===== src/rtl/dm_scanctl.sv =====
// Scan-chain access controller: capture, WIDTH-bit serial shift (write or recirculating read), response.
// Optional DM_SCAN_ABORT_EN adds AbortReq to cut a CAPTURE/SHIFT short with an error response.
//
// state   | meaning
// IDLE    | ready for a request
// CAPTURE | one-cycle ScanLoad pulse into the chain
// SHIFT   | WIDTH cycles of ScanEn, chain tail shifted into shreg
// RESP    | response held until RspReady
module dm_scanctl #(
    parameter int WIDTH = 64
) (
    input  logic             clk,
    input  logic             reset,
    input  logic             ReqValid,
    output logic             ReqReady,
    input  logic             ReqWrite,
    input  logic [WIDTH-1:0] ReqData,
    output logic             RspValid,
    input  logic             RspReady,
    output logic [WIDTH-1:0] RspData,
    output logic             RspErr,
    output logic             ScanLoad,
    output logic             ScanEn,
    output logic             ScanOut,
    input  logic             ScanIn,
    output logic             Busy
`ifdef DM_SCAN_ABORT_EN
    ,
    input  logic             AbortReq
`endif
);

    localparam int CW = (WIDTH > 2) ? $clog2(WIDTH) : 1;
    localparam logic [CW-1:0] CNT_INIT = CW'(WIDTH - 1);

    localparam logic [1:0] IDLE    = 2'd0;
    localparam logic [1:0] CAPTURE = 2'd1;
    localparam logic [1:0] SHIFT   = 2'd2;
    localparam logic [1:0] RESP    = 2'd3;

    logic [1:0]       state_q, state_d;
    logic [WIDTH-1:0] shreg_q, shreg_d;
    logic [CW-1:0]    cnt_q, cnt_d;
    logic             wr_q, wr_d;
    logic             err_q, err_d;
    logic             abort_req;

`ifdef DM_SCAN_ABORT_EN
    assign abort_req = AbortReq;
`else
    assign abort_req = 1'b0;
`endif

    always_comb begin
        state_d = state_q;
        shreg_d = shreg_q;
        cnt_d   = cnt_q;
        wr_d    = wr_q;
        err_d   = err_q;
        case (state_q)
            IDLE: begin
                if (ReqValid) begin
                    state_d = CAPTURE;
                    shreg_d = ReqData;
                    wr_d    = ReqWrite;
                    cnt_d   = CNT_INIT;
                    err_d   = 1'b0;
                end
            end
            CAPTURE: begin
                if (abort_req) begin
                    state_d = RESP;
                    shreg_d = '0;
                    err_d   = 1'b1;
                end else begin
                    state_d = SHIFT;
                end
            end
            SHIFT: begin
                if (abort_req) begin
                    state_d = RESP;
                    shreg_d = '0;
                    err_d   = 1'b1;
                end else begin
                    shreg_d = {ScanIn, shreg_q[WIDTH-1:1]};
                    if (cnt_q == '0) begin
                        state_d = RESP;
                    end else begin
                        cnt_d = cnt_q - 1'b1;
                    end
                end
            end
            RESP: begin
                // no acceptance here: IDLE must be visited before the next request
                if (RspReady) begin
                    state_d = IDLE;
                end
            end
            default: state_d = IDLE;
        endcase
    end

    always_ff @(posedge clk or posedge reset) begin
        if (reset) begin
            state_q <= IDLE;
            shreg_q <= '0;
            cnt_q   <= '0;
            wr_q    <= 1'b0;
            err_q   <= 1'b0;
        end else begin
            state_q <= state_d;
            shreg_q <= shreg_d;
            cnt_q   <= cnt_d;
            wr_q    <= wr_d;
            err_q   <= err_d;
        end
    end

    assign ReqReady = (state_q == IDLE);
    assign Busy     = (state_q != IDLE);
    assign ScanLoad = (state_q == CAPTURE);
    assign ScanEn   = (state_q == SHIFT);
    // read requests recirculate the tail straight back into the head
    assign ScanOut  = (state_q == SHIFT) ? (wr_q ? shreg_q[0] : ScanIn) : 1'b0;
    assign RspValid = (state_q == RESP);
    assign RspData  = shreg_q;
    assign RspErr   = (state_q == RESP) && err_q;

endmodule


===== config.mk =====
export PLATFORM = sky130hd
export DESIGN_NAME = dm_scanctl
export DESIGN_NICKNAME = d
export VERILOG_FILES = /design/src/rtl/dm_scanctl.sv
export SDC_FILE = /design/constraint.sdc
export NUM_CORES = 1
export LEC_CHECK = 0
export ABC_AREA = 1
export BUFFER_PORTS_ARGS = -buffer_cell sky130_fd_sc_hd__buf_4
export CORE_AREA = 2 2 89 91
export CTS_CLUSTER_DIAMETER = 150
export CTS_CLUSTER_SIZE = 28
export DETAILED_ROUTE_END_ITERATION = 12
export DIE_AREA = 0 0 91 93
export GPL_TIMING_DRIVEN = 0
export PLACE_DENSITY = 0.88
export SETUP_SLACK_MARGIN = 0.4
export SLEW_MARGIN = 20
export SYNTH_ARGS = -nofsm -noshare
export SYNTH_HDL_FRONTEND = slang
export SYNTH_SLANG_ARGS = --single-unit

===== constraint.sdc =====
create_clock -name clk -period 2.73 [get_ports clk]
set_clock_uncertainty 0.2 [all_clocks]
set_input_delay 0.273 -clock clk [delete_from_list [all_inputs] [get_ports clk]]
set_output_delay 0.273 -clock clk [all_outputs]
set_load 0.03 [all_outputs]

== Word-level counts from Yosys, hierarchy flattened ==
Cells that the tools add are included.

* $lt $le $gt $ge: 0
* Shift-type cells: 0
* Eq/ne operators: 7
* $add $sub $neg: 1
* Reduce and logical (&&, ||, !) cells: 8
* Multiplexer cells: 11
* Bitwise logic cells: 0
* Divide/modulo/power cells: 0
* Multiply operators: 0

{| class="wikitable"
|+ Operator list
! cell !! count
|-
| $pmux W64 S2 || 1
|-
| $mux W64 || 1
|-
| $mux W6 || 2
|-
| $pmux W6 S2 || 1
|-
| $pmux W2 S4 || 1
|-
| $logic_not A6 Y1 || 1
|-
| $mux W2 || 3
|-
| $reduce_and A3 Y1 || 2
|-
| $sub A6 B1 Y6 const B || 1
|-
| $eq A2 B2 Y1 const B || 2
|-
| $ne A2 B1 Y1 const B || 2
|-
| $ne A2 B2 Y1 const B || 2
|-
| $reduce_and A2 Y1 || 2
|-
| $reduce_bool A2 Y1 || 2
|-
| $eq A2 B1 Y1 const B || 1
|-
| $logic_not A2 Y1 || 1
|-
| $mux W1 || 2
|}

* Memories kept: 0
* Bits in read-only memories: 0
* Register bits after elaboration: 73
* Latch bits: 0
* Output and inout port bits: 71
* Logic and storage cells: 31
* Memory bits (writable): 0

== Depth between registers and ports, before layout ==
Gate-level depths: netlist (run 1).

* Word-level depth: 3
* Gate-level depth with buffers: 8
* Mapped depth without buffers: 8

== Worst setup path after synthesis (run 1) ==
OpenSTA, ideal clock, no wires.

* Path kind: register -> output
* Start: register state_q[0]
* End: output port ScanOut
* Path buffers: 2
* Arrival time: 1.864 ns
* Data required time: 2.257 ns
* Stages on the path, launching flop included: 7
* Slack: 0.393 ns
* Cell sequence: dfrtp_1 -> inv_1 -> ha_1 -> buf_2 -> buf_2 -> o21ai_0 -> a21oi_1

* Word-level cells in the longest chain between the ends: 2

{| class="wikitable"
|+ Ends and longest elaborated chain
! item !! RTL line !! source
|-
| start: declaration || 41 || <nowiki>logic [1:0] state_q, state_d;</nowiki>
|-
| start signal: assignment || 111 || <nowiki>state_q <= state_d;</nowiki>
|-
| $eq A2 B2 Y1 || - ||
|-
| named net ScanEn || 23 || <nowiki>output logic ScanEn,</nowiki>
|-
| $mux W1 || 124 || <nowiki>assign ScanOut = (state_q == SHIFT) ? (wr_q ? shreg_q[0] : ScanIn) : 1'b0;</nowiki>
|-
| end: declaration || 24 || <nowiki>output logic ScanOut,</nowiki>
|}

The timed path passes the listed nets, and every way through them passes these cells.

== Worst setup path after layout (run 1) ==
* Start: register state_q[0]
* End: output port ScanOut

* Word-level cells in the longest chain between the ends: 2

{| class="wikitable"
|+ Ends and longest elaborated chain
! item !! RTL line
|-
| $eq A2 B2 Y1 || 124
|-
| $mux W1 || 124
|}

No other way between the ends.

==> results of run 1 <==
[final cells by class]
type / instances / area (um2) / share of cell area (%)
plain buffers: 30 / 171.4 / 3.154
well taps: 102 / 127.6 / 2.349
clock buffers: 11 / 151.4 / 2.786
multi-input cells: 320 / 1476 / 27.17
inverters: 11 / 43.79 / 0.8059
repair buffers: 185 / 1511 / 27.81
flip-flops and latches: 73 / 1827 / 33.62
clock inverters: 5 / 125.1 / 2.303
[state kept, by name, summed over array words and instances, names as in the netlist]
register	cells
wr_q	1
RspData	64
state_q	2
cnt_q	6
[metal layers]
metal / up-vias / wire length, um / track usage [%]
met5: - / 0 / 0
met4: 0 / 199 / 8.586
met3: 20 / 713 / 5.399
met2: 135 / 5314 / 44.07
met1: 1757 / 4328 / 31.29
li1: 1812 / - / -
[cell usage in the layout (no fill, tap or decap)]
cell type        n
o21ai_0          2
mux2_2           1
nand2_1        159
buf_6            2
dfrtp_1         73
clkbuf_1         4
a21oi_2          1
clkinv_2         1
buf_4          148
nand3b_1         2
nand3_1          6
ha_2             1
dlygate4sd3_1   44
inv_2            2
inv_1            8
buf_1            5
xor2_1           1
nand4_1          4
or2_2            2
conb_1           1
o21ai_1          1
ha_1             6
a31oi_1         64
nor2_1          69
bufinv_16        4
clkbuf_8        11
buf_2           11
buf_12           1
inv_4            1
[stage by stage]
stage	setup WS, ns	power [mW]
2_1_floorplan	0.4037	4.924
3_3_place_gp	-0.4570	6.259
3_5_place_dp	0.5718	6.432
4_1_cts	0.4334	7.659
5_1_grt	0.4050	8.202
6_report	0.4657	7.677
[worst max-delay path by stage]
stage          slack, ns  cells past startpoint          end       start
2_1_floorplan       0.40                      1   RspData[0]       reset
3_3_place_gp       -0.46                      2  RspData[50]       reset
3_5_place_dp        0.57                      7      ScanOut  state_q[0]
4_1_cts             0.43                      7      ScanOut  state_q[0]
5_1_grt             0.40                      7      ScanOut  state_q[0]
6_report            0.47                      7      ScanOut  state_q[0]
[what timing repair did]
action                                  in CTS  in global routing
hold buffers                                44                  0
hold endpoints to repair                    79                  0
buffers inserted                             0                  1
endpoints found under the setup margin       1                  1
cloned                                       0                  0
resized for setup                            5                  1
[worst register-to-register path, cell delays in order, from the launching register on]
cell	delay, ns
dfrtp_1	0.41
inv_2	0.07
ha_2	0.21
inv_2	0.07
buf_2	0.24
buf_1	0.37
nand2_1	0.13
a31oi_1	0.22
[cells by family (layout without fill, tap and decap cells)]
kind of cell,Yosys count,count (layout),synth area share [%]
AO/OA/AOI/OAI,68,68,12.02
XOR/XNOR,1,1,0.2505
adder cells (fa/ha/maj),7,7,2.504
buffers and inverters,41,242,5.724
flip-flops,73,73,52.24
multiplexers,1,1,0.3220
other,1,1,0.1072
AND/OR/NAND/NOR,242,242,26.83
[where the power goes]
| group | leakage [nW] | switching (mW) | internal [mW] |
|---|---|---|---|
| Clock | 0.140 | 0.405 | 0.748 |
| Combinational | 1.70 | 2.77 | 1.61 |
| Sequential | 0.806 | 0.483 | 1.65 |
==> results.md, run 1 <==
- Status: complete, no violations
- I/O pin cnt: 141
- Placed cells: 676
- Max Cap Viol: 0
- CTS Buffer Depth: 2
- Synth area leader: dfrtp_1
- Initial antenna violation count: 0
- Synth Register Bits: 73
- Gp weighted congestion: 0.8366
- Initial drt markers: 208
- Rows: 32
- Top-count cell post-synth: nand2_1
- Max Transition Viols Final: 0
- Net Count, Synth: 511
- Top cells by area, synth: dfrtp_1 (52%), nand2_1 (17%), a31oi_1 (11%)
- Fin util: 72.19%
- CP max stage delay: 0.42 ns
- Crit. End Element: output pin
- # H-tree levels: 3
- RSZ-0062 raised after global routing: false
- Final ANT Viol Nets: 0
- Worst path required time: 2.26 ns
- Overflow after GRT: 0
- Cells after Synth: 434
- Hold Path Sink: RspData[49]
- # fillers: 582
- Synth top area share: 52.24%
- Post-layout nets: 707
- Startpoint Class: flip-flop
- HPWL after detailed placement: 7.246 mm
- Crit path max-delay family: buffers and inverters
- Synthesized cell area: 3497 um2
- Setup TNS: 0 ns
- Synth warn: 0
- Seq/Total Area, Yosys: 52.24%
- Setup slack, reg-to-reg: 0.72 ns
- CP dominant cell by count: buf_6
- Worst min path class: primary input to flip-flop
- Fmax: 0.4416 GHz
- Clock sink count: 73
- Worst r2r dst: RspData[4]
- Largest net degree at the start of global routing: 38
- Top cells by count, synth: nand2_1 (159), dfrtp_1 (73), nor2_1 (69), a31oi_1 (64), buf_2 (13)
- Avg Inst Size Synth: 8.058 um2
- Total die area: 8463 um2
- Diode count: 0
- Die width: 91 um
- Drt wl/cell: 14.32 um
- Final Instance Area: 5434 um2
- CTS Buf Count: 9
- Root Driver: clkbuf_8
- WP buf/inv: 4
- Clk Latency, worst-skew pair: 0.34 ns
- Vias per cell: 5.053
- Port-buffer cells: 139
- Total Wirelength: 10.56 mm
- FFs w/ async S/R, synth: 100.0%
- Min-delay src: ReqData[49]
- Non-filler cells, final: 737
- Hold depth: 3
- Hold Slack: 0.005812 ns
- Post-synth EDFFs: 0
- Die height: 93 um
- Wire length of the first global-routing pass: 17.28 mm
- Via Count: 3724
- Max VDD drop: 788.6 uV
- Pleak: 2.643 nW
- Gr usage total: 25.26%
- Layout cells sized above 1: 29.29%
- Pwr dens: 1413 nW/um2
- CP Cell Sequence: inv_2, ha_2, buf_6, buf_6, o21ai_0, a21oi_2, buf_4
- CP arrival: 1.79 ns
- Final period util: 82.94%
- Crit-path slowest cell: dfrtp_1
- First-pass DRT Iterations: 4
- Setup CP Type: flip-flop to output pin
- Worst r2r src: state_q[0]
- Layout area overhead: 55.38%
- Fin crit period: 2.264 ns
- # setup viols final: 0
- Number of global-route vias before repair: 3726
- # DRC: 0
- Clock Pin Slew Worst Setup and Hold Paths: 0.07 ns
- Placed cell area: 4695 um2
- Netlist cell types: 21
- Critical Path Fanout Max: 10
- Initial Util: 46.46%
- Core ar.: 7527 um2
- CTS tree: yes
- Top FF cell, synth: dfrtp_1
- Final hold viol count: 0
- R2R cell count: 7
Power figures use the tool's default switching activity.
==> inputs of run 2 (changes only) <==
ABC_AREA = 0   (was 1)
CORE_AREA = 2 2 88 90   (was 2 2 89 91)
DIE_AREA = 0 0 90 92   (was 0 0 91 93)
PLACE_DENSITY = 0.89   (was 0.88)
clock period = 2.2 ns   (was 2.73 ns; I/O delays follow)
==> run 2 against run 1 <==
Net effect: the flow now finishes with violations (setup timing); routed wire length is 8.6% higher; clock power up 4%; global-route usage grew 1.5 points; first-iteration DRC count decreased by 33%; combinational power is 37% higher; via count down 7.6%; synthesized cell count is 21% lower; final cell count decreased by 9.2%; non-clock buffer count increased by 17; sequential power up 23%; register-to-register slack worse by 0.74 ns; critical path type is now flip-flop to flip-flop; critical endpoint is now state_q[1]; largest cell class is now buffers; largest power group unchanged.
==> results.md, run 2 <==
- Synth Register Bits: 73 (unchanged)
- Max Transition Viols Final: 0 (unchanged)
- Port-buffer cells: 139 (unchanged)
- Drt wl/cell: 17.13 um (was 14.32 um)
- Failing checks: setup timing
- Clk Latency, worst-skew pair: 0.34 ns (about the same)
- Worst min path class: primary input to flip-flop (unchanged)
- # DRC: 0 (unchanged)
- Layout cells sized above 1: 38.27% (was 29.29%)
- Largest net degree at the start of global routing: 29 (was 38)
- Fmax: 0.4514 GHz
- Startpoint Class: flip-flop (unchanged)
- Pleak: 2.665 nW (was 2.643 nW)
- Max_slew headroom: 64.85%
- FFs w/ async S/R, synth: 100.0% (unchanged)
- Pwr dens: 1678 nW/um2 (was 1413 nW/um2)
- Overflow after GRT: 0 (unchanged)
- Worst slew pin tran: 0.5261 ns
- Top cells by count, synth: dfrtp_1 (73), nor2_1 (67), a21oi_1 (65), mux2i_1 (65), clkbuf_1 (19) (was nand2_1 (159), dfrtp_1 (73), nor2_1 (69), a31oi_1 (64), buf_2 (13))
- Setup CP Type: flip-flop to flip-flop (was flip-flop to output pin)
- Synthesized cell area: 3517 um2 (was 3497 um2)
- CTS Buf Count: 9 (unchanged)
- Crit path max-delay family: simple AND/OR/NAND/NOR gates (was buffers and inverters)
- Die height: 92 um (was 93 um)
- Max VDD drop: 1078 uV (was 788.6 uV)
- Seq/Total Area, Yosys: 51.94% (was 52.24%)
- Rows: 32 (unchanged)
- Initial antenna violation count: 0 (unchanged)
- CTS Buffer Depth: 2 (unchanged)
- CTS tree: yes (unchanged)
- Gr usage total: 26.73% (was 25.26%)
- Total Wirelength: 11.46 mm (was 10.56 mm)
- CP arrival: 2.25 ns (was 1.79 ns)
- Top-count cell post-synth: dfrtp_1 (was nand2_1)
- # H-tree levels: 3 (unchanged)
- Number of global-route vias before repair: 3639 (was 3726)
- Post-synth EDFFs: 0 (unchanged)
- Max reg flops: 64 (unchanged)
- M3 GR Usage: 5.259% (was 5.399%)
- Avg Inst Size Synth: 10.25 um2 (was 8.058 um2)
- Wire length of the first global-routing pass: 17.63 mm (was 17.28 mm)
- RSZ-0062 raised after global routing: true (was false)
- Layout area overhead: 66.84% (was 55.38%)
- Clock Pin Slew Worst Setup and Hold Paths: 0.08 ns (was 0.07 ns)
- Final setup margin: -0.01547 ns (was 0.4657 ns)
- Worst path required time: 2.23 ns (was 2.26 ns)
- WP buf/inv: 2 (was 4)
- Clock sink count: 73 (unchanged)
- Net Count, Synth: 420 (was 511)
- Die width: 90 um (was 91 um)
- I/O pin cnt: 141 (unchanged)
- Max Cap Viol: 0 (unchanged)
- Post-layout nets: 639 (was 707)
- Commonest non-fill, non-tap cell in the layout: buf_4 (was nand2_1)
- Status: complete, but fails checks (was complete, no violations)
- Total power: 9.844 mW (was 7.677 mW)
- Fin crit period: 2.215 ns
- CP max stage delay: 0.45 ns (was 0.42 ns)
- Grt peak-use layer: met2 (unchanged)
- GR Layer Usage met1: 30.19% (was 31.29%)
- Commonest non-fill, non-tap cells in the layout: buf_4 (151), dfrtp_1 (73), nor2_1 (67), mux2i_1 (65), a21oi_1 (64) (was nand2_1 (159), buf_4 (148), dfrtp_1 (73), nor2_1 (69), a31oi_1 (64))
- First-pass DRT Iterations: 4 (unchanged)
- Core ar.: 7447 um2 (was 7527 um2)
- Top cells by area, synth: dfrtp_1 (52%), mux2i_1 (18%), a21oi_1 (9.2%) (was dfrtp_1 (52%), nand2_1 (17%), a31oi_1 (11%))
- # fillers: 471 (was 582)
- Synth warn: 0 (unchanged)
- Final period util: 100.7%
- Crit-path slowest cell: or4b_4 (was dfrtp_1)
- Cells after Synth: 343 (was 434)
- Crit. End Element: flip-flop (was output pin)
- Met2 GRT Util: 48.50% (was 44.07%)
- Synth top area share: 51.94% (was 52.24%)
- Top FF cell, synth: dfrtp_1 (unchanged)
- Final hold viol count: 0 (unchanged)
- Initial Util: 47.23% (was 46.46%)
- # setup viols final: 2 (was 0)
- HPWL after detailed placement: 6.816 mm (was 7.246 mm)
- Root Driver: clkbuf_8 (unchanged)
- Final Instance Area: 5868 um2 (was 5434 um2)
- Total die area: 8280 um2 (was 8463 um2)
- Diode count: 0 (unchanged)
- Initial drt markers: 140 (was 208)
- Via Count: 3441 (was 3724)
- Netlist cell types: 33 (was 21)
- Setup TNS: -0.01741 ns (was 0 ns)
- Final ANT Viol Nets: 0 (unchanged)
- Vias per cell: 5.143 (was 5.053)
- Synth area leader: dfrtp_1 (unchanged)
- Placed cell area: 4856 um2 (was 4695 um2)
- CP Cell Sequence: inv_2, ha_4, or4b_4, buf_6, or2_4, a21oi_4, mux2_4 (was inv_2, ha_2, buf_6, buf_6, o21ai_0, a21oi_2, buf_4)
- Critical Path Fanout Max: 3 (was 10)
- Gp weighted congestion: 0.7833 (was 0.8366)
run 2: cell count changes after synthesis, sizes merged, moves of 4 or more:
cell	change
a21oi	+65
a31oi	-63
buf	-21
clkbuf	+15
inv	-4
mux2i	+65
nand2	-155
nand3	-6
nand4	-4
run 2: final timing paths:
path	startpoint	end	slack (ns)	depth (start not counted)
hold / removal	ReqData[52]	RspData[52]	0.01	3
min in group asynchronous	reset	cnt_q[1]	0.30	3
max in group asynchronous	reset	RspData[15]	1.00	4
setup / recovery	cnt_q[0]	state_q[1]	-0.02	7
setup reg to reg	cnt_q[0]	state_q[1]	-0.02	7
hold reg to reg	RspData[28]	RspData[28]	0.36	2
run 2: power breakdown:
group          leakage [nW]  internal (mW)  total [mW]  switching (mW)
Combinational          1.75           2.57        6.03            3.46
Clock                 0.117          0.704        1.20           0.500
Sequential            0.794           2.02        2.61           0.583
Total                  2.66           5.30        9.84            4.55
run 2: metal layers:
| layer | wire length, um | share of wire, % |
|---|---|---|
| met4 | 378 | 3.3 |
| met3 | 595 | 5.2 |
| met2 | 6136 | 54 |
| met1 | 4352 | 38 |
| met5 | 0 | 0 |
run 2: layout make-up:
type / instances / area (um2) / share of cell area [%]
Buffer: 24 / 235.2 / 4.009
Multi-Input combinational cell: 239 / 1677 / 28.57
Clock inverter: 4 / 73.82 / 1.258
Timing Repair Buffer: 208 / 1743 / 29.70
Sequential cell: 73 / 1827 / 31.13
Clock buffer: 12 / 155.1 / 2.644
Inverter: 7 / 30.03 / 0.5117
Tap cell: 102 / 127.6 / 2.175
run 2: kinds of logic after synthesis:
logic type               Yosys count  synth area share, %
AO/OA/AOI/OAI                     80                12.49
XOR/XNOR                           3               0.7472
adder cells (fa/ha/maj)            7                2.490
buffers and inverters             31                3.487
flip-flops                        73                51.94
multiplexers                      68                19.46
other                              1               0.1066
AND/OR/NAND/NOR                   80                9.285
run 2: worst register-to-register path, cell delays in order (launching register included):
cell and delay, ns:
dfrtp_1 0.41, inv_2 0.10, ha_4 0.12, or4b_4 0.45
buf_6 0.13, or2_4 0.25, a21oi_4 0.15, mux2_4 0.31
run 2: timing repair:
action	in CTS	in global routing
hold buffers	54	0
setup buffers	5	7
gates cloned	0	1
hold endpoints to repair	72	0
pin swaps	4	5
endpoints found under the setup margin	73	74
gates resized for setup	22	7
run 2: stage by stage:
| step | hold slack, ns | cells | setup WS [ns] | util (%) |
|---|---|---|---|---|
| floorplan | 0.1705 | 343 | 0.03015 | - |
| global placement | 0.2596 | 584 | -0.05132 | 64.67 |
| detailed placement | 0.09277 | 586 | -0.08951 | 65.21 |
| CTS | 0.003064 | 661 | -0.007507 | 77.23 |
| global route | 0.006477 | 669 | -0.09543 | 78.80 |
| finish | 0.01131 | 669 | -0.01547 | 78.80 |
